**src/rtl/memory.sv**
```systemverilog
// Memory stage: issues one load/store bus access per instruction, aligns and extends
// load data, flags misaligned accesses, and registers every field handed to writeback.
module memory (
    input  logic        clk,
    input  logic        reset,
    input  logic [31:0] pc_in,
    input  logic [31:0] next_pc_in,
    input  logic [31:0] alu_data_in,
    input  logic [31:0] rs2_data_in,
    input  logic [31:0] csr_data_in,
    input  logic        branch_taken_in,
    input  logic        load_in,
    input  logic        store_in,
    input  logic        load_signed_in,
    input  logic        csr_write_in,
    input  logic        mret_in,
    input  logic        wfi_in,
    input  logic        valid_in,
    input  logic        exception_in,
    input  logic [1:0]  load_store_size_in,
    input  logic [1:0]  write_select_in,
    input  logic [4:0]  rd_address_in,
    input  logic [11:0] csr_address_in,
    input  logic [3:0]  ecause_in,
    input  logic        stall,
    input  logic        invalidate,
    output logic [31:0] mem_address,
    output logic [31:0] mem_store_data,
    output logic [3:0]  mem_byte_enable,
    output logic        mem_read,
    output logic        mem_write,
    input  logic        mem_ready,
    input  logic [31:0] mem_load_data,
    output logic        mem_busy,
    output logic [31:0] pc_out,
    output logic [31:0] next_pc_out,
    output logic [31:0] alu_data_out,
    output logic [31:0] csr_data_out,
    output logic [31:0] load_data_out,
    output logic        branch_taken_out,
    output logic        csr_write_out,
    output logic        mret_out,
    output logic        wfi_out,
    output logic        valid_out,
    output logic        exception_out,
    output logic [1:0]  write_select_out,
    output logic [4:0]  rd_address_out,
    output logic [11:0] csr_address_out,
    output logic [3:0]  ecause_out
);

    typedef enum logic {IDLE, ACCESS} state_t;

    state_t      state_q;
    logic        ld_q, st_q, sgn_q;
    logic [1:0]  size_q;
    logic [31:0] wdata_q;
    logic [31:0] pc_q, next_pc_q, alu_q, csr_data_q, load_data_q;
    logic        branch_q, csr_write_q, mret_q, wfi_q, valid_q, exc_q;
    logic [1:0]  wsel_q;
    logic [4:0]  rd_q;
    logic [11:0] csr_addr_q;
    logic [3:0]  ecause_q;

    logic        in_access;
    logic        is_mem;
    logic        misaligned;

    function automatic logic [3:0] byte_enable(input logic [1:0] size, input logic [1:0] off);
        case (size)
            2'd0:    return 4'b0001 << off;
            2'd1:    return 4'b0011 << off;
            default: return 4'b1111;
        endcase
    endfunction

    function automatic logic [31:0] store_lanes(input logic [1:0] size, input logic [31:0] d);
        case (size)
            2'd0:    return {4{d[7:0]}};
            2'd1:    return {2{d[15:0]}};
            default: return d;
        endcase
    endfunction

    function automatic logic [31:0] load_extract(input logic [1:0] size, input logic [1:0] off,
                                                 input logic sgn, input logic [31:0] w);
        logic [31:0] sh;
        sh = w >> {off, 3'b000};
        case (size)
            2'd0:    return {{24{sgn & sh[7]}}, sh[7:0]};
            2'd1:    return {{16{sgn & sh[15]}}, sh[15:0]};
            default: return w;
        endcase
    endfunction

    assign in_access = (state_q == ACCESS);
    assign is_mem    = load_in | store_in;

    always_comb begin
        misaligned = 1'b0;
        if (is_mem) begin
            if (load_store_size_in == 2'd1)
                misaligned = alu_data_in[0];
            else if (load_store_size_in[1])
                misaligned = (alu_data_in[1:0] != 2'b00);
        end
    end

    // Bus request is driven purely from latched state, so it stays constant until mem_ready.
    assign mem_read        = in_access & ld_q;
    assign mem_write       = in_access & st_q;
    assign mem_address     = in_access ? {alu_q[31:2], 2'b00} : 32'd0;
    assign mem_byte_enable = in_access ? byte_enable(size_q, alu_q[1:0]) : 4'b0000;
    assign mem_store_data  = store_lanes(size_q, wdata_q);
    assign mem_busy        = in_access & ~mem_ready;

    always_ff @(posedge clk) begin
        if (!reset) begin
            state_q     <= IDLE;
            ld_q        <= 1'b0;
            st_q        <= 1'b0;
            sgn_q       <= 1'b0;
            size_q      <= 2'd0;
            wdata_q     <= 32'd0;
            pc_q        <= 32'd0;
            next_pc_q   <= 32'd0;
            alu_q       <= 32'd0;
            csr_data_q  <= 32'd0;
            load_data_q <= 32'd0;
            branch_q    <= 1'b0;
            csr_write_q <= 1'b0;
            mret_q      <= 1'b0;
            wfi_q       <= 1'b0;
            valid_q     <= 1'b0;
            exc_q       <= 1'b0;
            wsel_q      <= 2'd0;
            rd_q        <= 5'd0;
            csr_addr_q  <= 12'd0;
            ecause_q    <= 4'd0;
        end else begin
            case (state_q)
                IDLE: begin
                    if (!stall) begin
                        if (valid_in && !invalidate) begin
                            pc_q        <= pc_in;
                            next_pc_q   <= next_pc_in;
                            alu_q       <= alu_data_in;
                            csr_data_q  <= csr_data_in;
                            load_data_q <= 32'd0;
                            branch_q    <= branch_taken_in;
                            csr_write_q <= csr_write_in;
                            mret_q      <= mret_in;
                            wfi_q       <= wfi_in;
                            wsel_q      <= write_select_in;
                            rd_q        <= rd_address_in;
                            csr_addr_q  <= csr_address_in;
                            ld_q        <= load_in;
                            st_q        <= store_in & ~load_in;
                            sgn_q       <= load_signed_in;
                            size_q      <= load_store_size_in;
                            wdata_q     <= rs2_data_in;
                            exc_q       <= exception_in;
                            ecause_q    <= ecause_in;
                            valid_q     <= 1'b1;
                            if (!exception_in && misaligned) begin
                                exc_q    <= 1'b1;
                                ecause_q <= load_in ? 4'd4 : 4'd6;
                            end else if (!exception_in && is_mem) begin
                                valid_q <= 1'b0;
                                state_q <= ACCESS;
                            end
                        end else begin
                            valid_q <= 1'b0;
                        end
                    end
                end
                ACCESS: begin
                    // stall/invalidate are ignored: a committed access always completes.
                    if (mem_ready) begin
                        state_q     <= IDLE;
                        valid_q     <= 1'b1;
                        load_data_q <= ld_q ? load_extract(size_q, alu_q[1:0], sgn_q, mem_load_data)
                                            : 32'd0;
                    end
                end
                default: state_q <= IDLE;
            endcase
        end
    end

    assign pc_out           = pc_q;
    assign next_pc_out      = next_pc_q;
    assign alu_data_out     = alu_q;
    assign csr_data_out     = csr_data_q;
    assign load_data_out    = load_data_q;
    assign branch_taken_out = branch_q;
    assign csr_write_out    = csr_write_q;
    assign mret_out         = mret_q;
    assign wfi_out          = wfi_q;
    assign valid_out        = valid_q;
    assign exception_out    = exc_q;
    assign write_select_out = wsel_q;
    assign rd_address_out   = rd_q;
    assign csr_address_out  = csr_addr_q;
    assign ecause_out       = ecause_q;

endmodule

```
**config.mk**
```make
export PLATFORM = sky130hd
export DESIGN_NAME = memory
export DESIGN_NICKNAME = d
export VERILOG_FILES = /design/src/rtl/memory.sv
export SDC_FILE = /design/constraint.sdc
export NUM_CORES = 1
export LEC_CHECK = 0
export ABC_AREA = 1
export CELL_PAD_IN_SITES_DETAIL_PLACEMENT = 1
export CELL_PAD_IN_SITES_GLOBAL_PLACEMENT = 1
export CORE_MARGIN = 1
export CORE_UTILIZATION = 24
export DETAILED_ROUTE_END_ITERATION = 16
export GPL_TIMING_DRIVEN = 0
export PLACE_DENSITY = 0.74
export SLEW_MARGIN = 10
export SYNTH_ARGS = -nofsm -noshare
export SYNTH_HDL_FRONTEND = slang
export SYNTH_SLANG_ARGS = --single-unit
```
**constraint.sdc**
```tcl
create_clock -name clk -period 1.41 [get_ports clk]
set_clock_uncertainty 0.15 [all_clocks]
set_input_delay 0.2115 -clock clk [delete_from_list [all_inputs] [get_ports clk]]
set_output_delay 0.2115 -clock clk [all_outputs]
set_load 0.01 [all_outputs]
```
# [Word-level counts from Yosys, hierarchy flattened]
# Index checks and enable logic that the tools add are counted.
[totals] reg_bits=227 inputBits=231 elab_cells=78
[op_classes] n_reduce_logical=10 eq_ne=5 bitwise=11 muxes=28 n_shift=3
[ops] operator="$pmux W32 S2" n=3
[ops] operator="$mux W32" n=5
[ops] operator="$shr A32 B5 Y16" n=1
[ops] operator="$mux W1" n=14
[ops] operator="$mux W4" n=2
[ops] operator="$pmux W4 S2" n=1
[ops] operator="$and A1 B1 Y1" n=6
[ops] operator="$ne A2 B2 Y1 const B" n=3
[ops] operator="$reduce_and A3 Y1" n=2
[ops] operator="$eq A2 B1 Y1 const B" n=2
[ops] operator="$not A1 Y1" n=4
[ops] operator="$pmux W1 S2" n=2
[ops] operator="$shl A1 B2 Y4 const A" n=1
[ops] operator="$shl A2 B2 Y4 const A" n=1
[ops] operator="$logic_and A1 B1 Y1" n=3
[ops] operator="$logic_not A1 Y1" n=2
[ops] operator="$logic_not A2 Y1" n=1
[ops] operator="$mux W2" n=1
[ops] operator="$reduce_and A2 Y1" n=1
[ops] operator="$reduce_bool A2 Y1" n=1
[ops] operator="$or A1 B1 Y1" n=1

# [Logic depth before layout (Yosys ltp)]
[logic_depth] depth_word=9 mapped_depth=10

# [Worst setup path before layout]
# Ideal clock, no wire load.
[synth_path] kind="register to output" start="register size_q[1]" end="output mem_byte_enable[2]" t_arrival_ns=1.225 slack_ns=-0.176 path_buffers=2 path_stages_with_launch=8 t_required_ns=1.048 cell_sequence="dfxtp_1 buf_6 nor2_2 buf_2 inv_2 nor2_1 nor2_1 a21oi_1"
[synth_between] elab_chain_len=3 word_cells_on_any_way=4 cone_classes="eq/ne: 1; mux: 2; reduce/logical: 1"
[synth_rtl] element="start: declaration" line_no="56" rtl="logic [1:0] size_q;"
[synth_rtl] element="start signal: assignment" line_no="160" rtl="size_q <= load_store_size_in;"
[synth_rtl] element="$eq A2 B1 Y1 or $logic_not A2 Y1 (tied branches)" line_no="70" rtl="case (size)"
[synth_rtl] element="$pmux W4 S2 (*)" line_no="70"
[synth_rtl] element="$mux W4 (*)" line_no="113" rtl="assign mem_byte_enable = in_access ? byte_enable(size_q, alu_q[1:0]) : 4'b0000;"
[synth_rtl] element="end: declaration" line_no="29" rtl="output logic [3:0] mem_byte_enable,"
# Mark *: on every way between the ends. The rest lies on a longest branch, timed or not.

# [Worst setup path after layout]
# Ends and elaborated chain as after synthesis.

==> results.py <==
metrics = {
    "yosys": {
        "ys_ff_latch": 227,
        "synthXorXnorAreaFrac": 0,
        "synth.top_cell.area_share": 0.487,
        "synth_cells": 1332,
        "synth_area_um2": 9330,
        "synth_compound_area_frac": 0.144,
        "ys_types": 29,
        "yosysWarnings": 0,
        "synth_top_area_cell": "dfxtp_1",
        "synth_top_family_by_area": "simple AND/OR/NAND/NOR gates",
        "yosys.area_share.simple": 0.288,
        "synthMuxAreaShare": 0,
        "synthTopCellsByArea": "dfxtp_1 49%, nor2_1 16%, o21ai_1 9.8%",
        "ys_seq_area_frac": 0.487,
        "syn_avg_cell_area_um2": 7.00,
        "synthAdderAreaFrac": 0,
    },
    "die": {
        "initial_core_util": 0.246,
        "boundaryPins": 491,
        "die_h_um": 199,
        "die_x_um": 199,
        "dieArea_um2": 39700,
        "num_rows": 71,
        "design.core.area_um2": 37900,
    },
    "cells_and_area": {
        "syn_to_final_growth_pct": 113,
        "layout-drive-gt1-share": 0.343,
        "multiInputGateArea_um2": 5450,
        "n_fill_cell": 4284,
        "nets": 2187,
        "regArea_um2": 4670,
    },
    "job": {
        "max-cap-violations": 0,
    },
    "setup_path": {
        "timing.rr.start": "in_access",
        "endpoint_kind": "output port",
        "rr_endpoint": "next_pc_out[9]",
        "r2r_cells": 11,
        "critPathRequiredTime_ns": 1.05,
        "crit_path_end": "mem_byte_enable[2]",
        "crit_fanout": 5,
        "startpoint": "size_q[1]",
        "cp-start-kind": "flop",
        "r2r_slack_ns": -0.55,
        "crit_type": "flop to output port",
        "crit_arrival_ns": 1.70,
    },
    "route": {
        "wl_per_cell_um": 22.3,
        "drt_iter0_markers": 492,
        "drc_errors": 0,
        "dr_total_vias": 11800,
        "first_pass_iters": 4,
        "ant_nets": 0,
        "drt-total-wl_mm": 55.4,
        "vias_per_cell": 4.75,
    },
    "power_and_ir_drop": {
        "power_frac_seq": 0.380,
        "leakagePower_nw": 8.55,
        "power.switching_mw": 4.99,
        "switching_share": 0.273,
        "p_per_area_nw_per_um2": 920,
        "vdd_ir_drop_max_uv": 813,
        "p_clk_frac": 0.420,
        "internal-power_mw": 13.3,
        "p_comb_frac": 0.201,
    },
    "clock_network": {
        "clkTransAtPathRegs_ns": 0.06,
        "numCtsBuffers": 28,
        "clock-sinks": 227,
        "clock_path_buffers": 3,
        "cts_tree": "built",
        "cts_root_buffer": "clkbuf_16",
        "cts_max_level": 1,
        "clk_latency_ns": 0.55,
    },
    "worst_hold_path": {
        "hold_path.class": "input pin to flop",
    },
    "timing": {
        "hold_viol": 0,
        "slew_viol_final": 0,
        "worst_pin_slew_ns": 0.744,
        "fin_tns_setup_ns": -179.02,
        "layout_min_cycle_time_ns": 2.06,
        "setup_violations": 455,
        "worst_hold_slack_ns": 0.0855,
        "fin_crit_sh": 1.46,
        "fmax_mhz": 485,
        "rsz0062_at_grt": "yes",
        "worst_slack_ns": -0.654,
        "slew_headroom": 0.504,
    },
    "placed_design": {
        "dpl_worst_slack_ns": -1.08,
        "port_buffers": 488,
        "place.gp.congestion": 0.866,
        "dp_hpwl_mm": 34.9,
    },
    "global_route": {
        "antenna_found_initial": 5,
        "overflow": 0,
        "grt_max_degree": 14,
        "grt_pass1_wl_mm": 72.9,
        "first_global_vias": 12200,
        "grt_use_total": 0.243,
    },
    "status": {
        "violations": "negative setup slack",
        "status": "finished with violations",
    },
}
==> metrics by stage <==
step / instances / power (mW) / utilization / area, µm²
floorplan: 1333 / 7.96 / - / 9410
global placement: 2332 / 9.60 / 0.394 / 14900
detailed placement: 2332 / 9.65 / 0.394 / 14900
CTS: 2456 / 17.8 / 0.472 / 17900
global route: 2491 / 18.9 / 0.524 / 19900
finish: 2491 / 18.3 / 0.524 / 19900
==> worst min path at each step <==
stage | cells past startpoint | end | startpoint | slack [ns]
after floorplan | 2 | pc_out[10] | pc_in[10] | 0.20
after global placement | 2 | load_data_out[3] | load_data_out[3] | 0.30
after detailed placement | 2 | load_data_out[22] | load_data_out[22] | 0.31
after CTS | 3 | wdata_q[4] | rs2_data_in[4] | 0.06
after global routing | 3 | csr_address_out[2] | csr_address_in[2] | 0.08
final | 3 | ecause_out[0] | ecause_in[0] | 0.09
==> cell type report <==
type                    instances  area share
plain buffers                  96      0.0601
well taps                     511      0.0321
diodes                          5    0.000629
flip-flops and latches        227       0.235
multi-input cells             949       0.274
inverters                      58      0.0127
repair inverters                1    0.000818
clock inverters                13     0.00874
repair buffers                595       0.337
clock buffers                  36      0.0393
==> registers in the layout (all words and copies together), names as in the netlist, 5 cells and up <==
signal / flops
pc_out: 32
csr_data_out: 32
load_data_out: 32
rd_address_out: 5
alu_data_out: 32
csr_address_out: 12
wdata_q: 32
next_pc_out: 32
==> placed cells by master, fill, tap and decap left out, types with 9 or more instances in the layout <==
cell	n
a21oi_1	26
a21oi_2	24
buf_12	40
buf_16	14
buf_2	28
buf_4	31
buf_6	110
buf_8	26
clkbuf_1	26
clkbuf_16	55
clkdlybuf4s50_1	384
dfxtp_1	181
dfxtp_2	18
dfxtp_4	28
inv_1	28
inv_2	23
nand2_1	138
nand2_2	45
nand2_4	36
nand3_1	40
nor2_1	278
nor2_2	41
nor2_4	95
o211ai_1	9
o21ai_0	14
o21ai_1	167
o21ai_2	17
==> power by group through the flow <==
stage	clock network (mW)	registers, mW	logic [mW]
5_1_grt	8.07	6.97	3.87
3_5_place_dp	0	7.04	2.61
6_report	7.68	6.94	3.68
3_3_place_gp	0	7.03	2.57
4_1_cts	7.77	6.92	3.16
2_1_floorplan	0	7.11	0.848
==> worst max-delay path, cell delays in order, from the launching register on <==
cell and delay, ns:
dfxtp_2 0.32, buf_8 0.13, nor2_4 0.11, buf_8 0.14, inv_4 0.04, nor2_1 0.08, nor2_1 0.05, a21oi_2 0.12
buf_4 0.14
==> synthesized netlist by cell type (all sizes together) <==
| master | number |
|---|---|
| nor2 | 414 |
| dfxtp | 227 |
| nand2 | 220 |
| o21ai | 202 |
| buf | 65 |
| inv | 56 |
| a21oi | 50 |
| nand3 | 49 |
| clkbuf | 34 |
| o211ai | 9 |
| clkinv | 2 |
| conb | 1 |
| nand4 | 1 |
| o31ai | 1 |
| or2 | 1 |
==> cells by family after synthesis <==
kind of cell / Yosys count
other: 1
DFF: 227
and+or+nand+nor: 685
AOI/OAI and AO/OA: 262
buffers and inverters: 157
==> routing by layer <==
layer | track usage | vias up | wire length (µm)
met5 | 0 | - | 0
met4 | 0.0875 | 0 | 2040
met3 | 0.0594 | 126 | 3770
met2 | 0.436 | 435 | 28600
met1 | 0.278 | 5772 | 21000
li1 | - | 5510 | -
==> what timing repair did <==
| action | CTS | global route |
|---|---|---|
| hold buffers | 0 | 0 |
| resized for setup | 710 | 536 |
| setup buffers | 52 | 16 |
| gates cloned | 23 | 22 |
| setup endpoints to repair | 485 | 481 |
| pin swaps | 35 | 72 |
No activity file was read; power rests on OpenSTA's default activity.
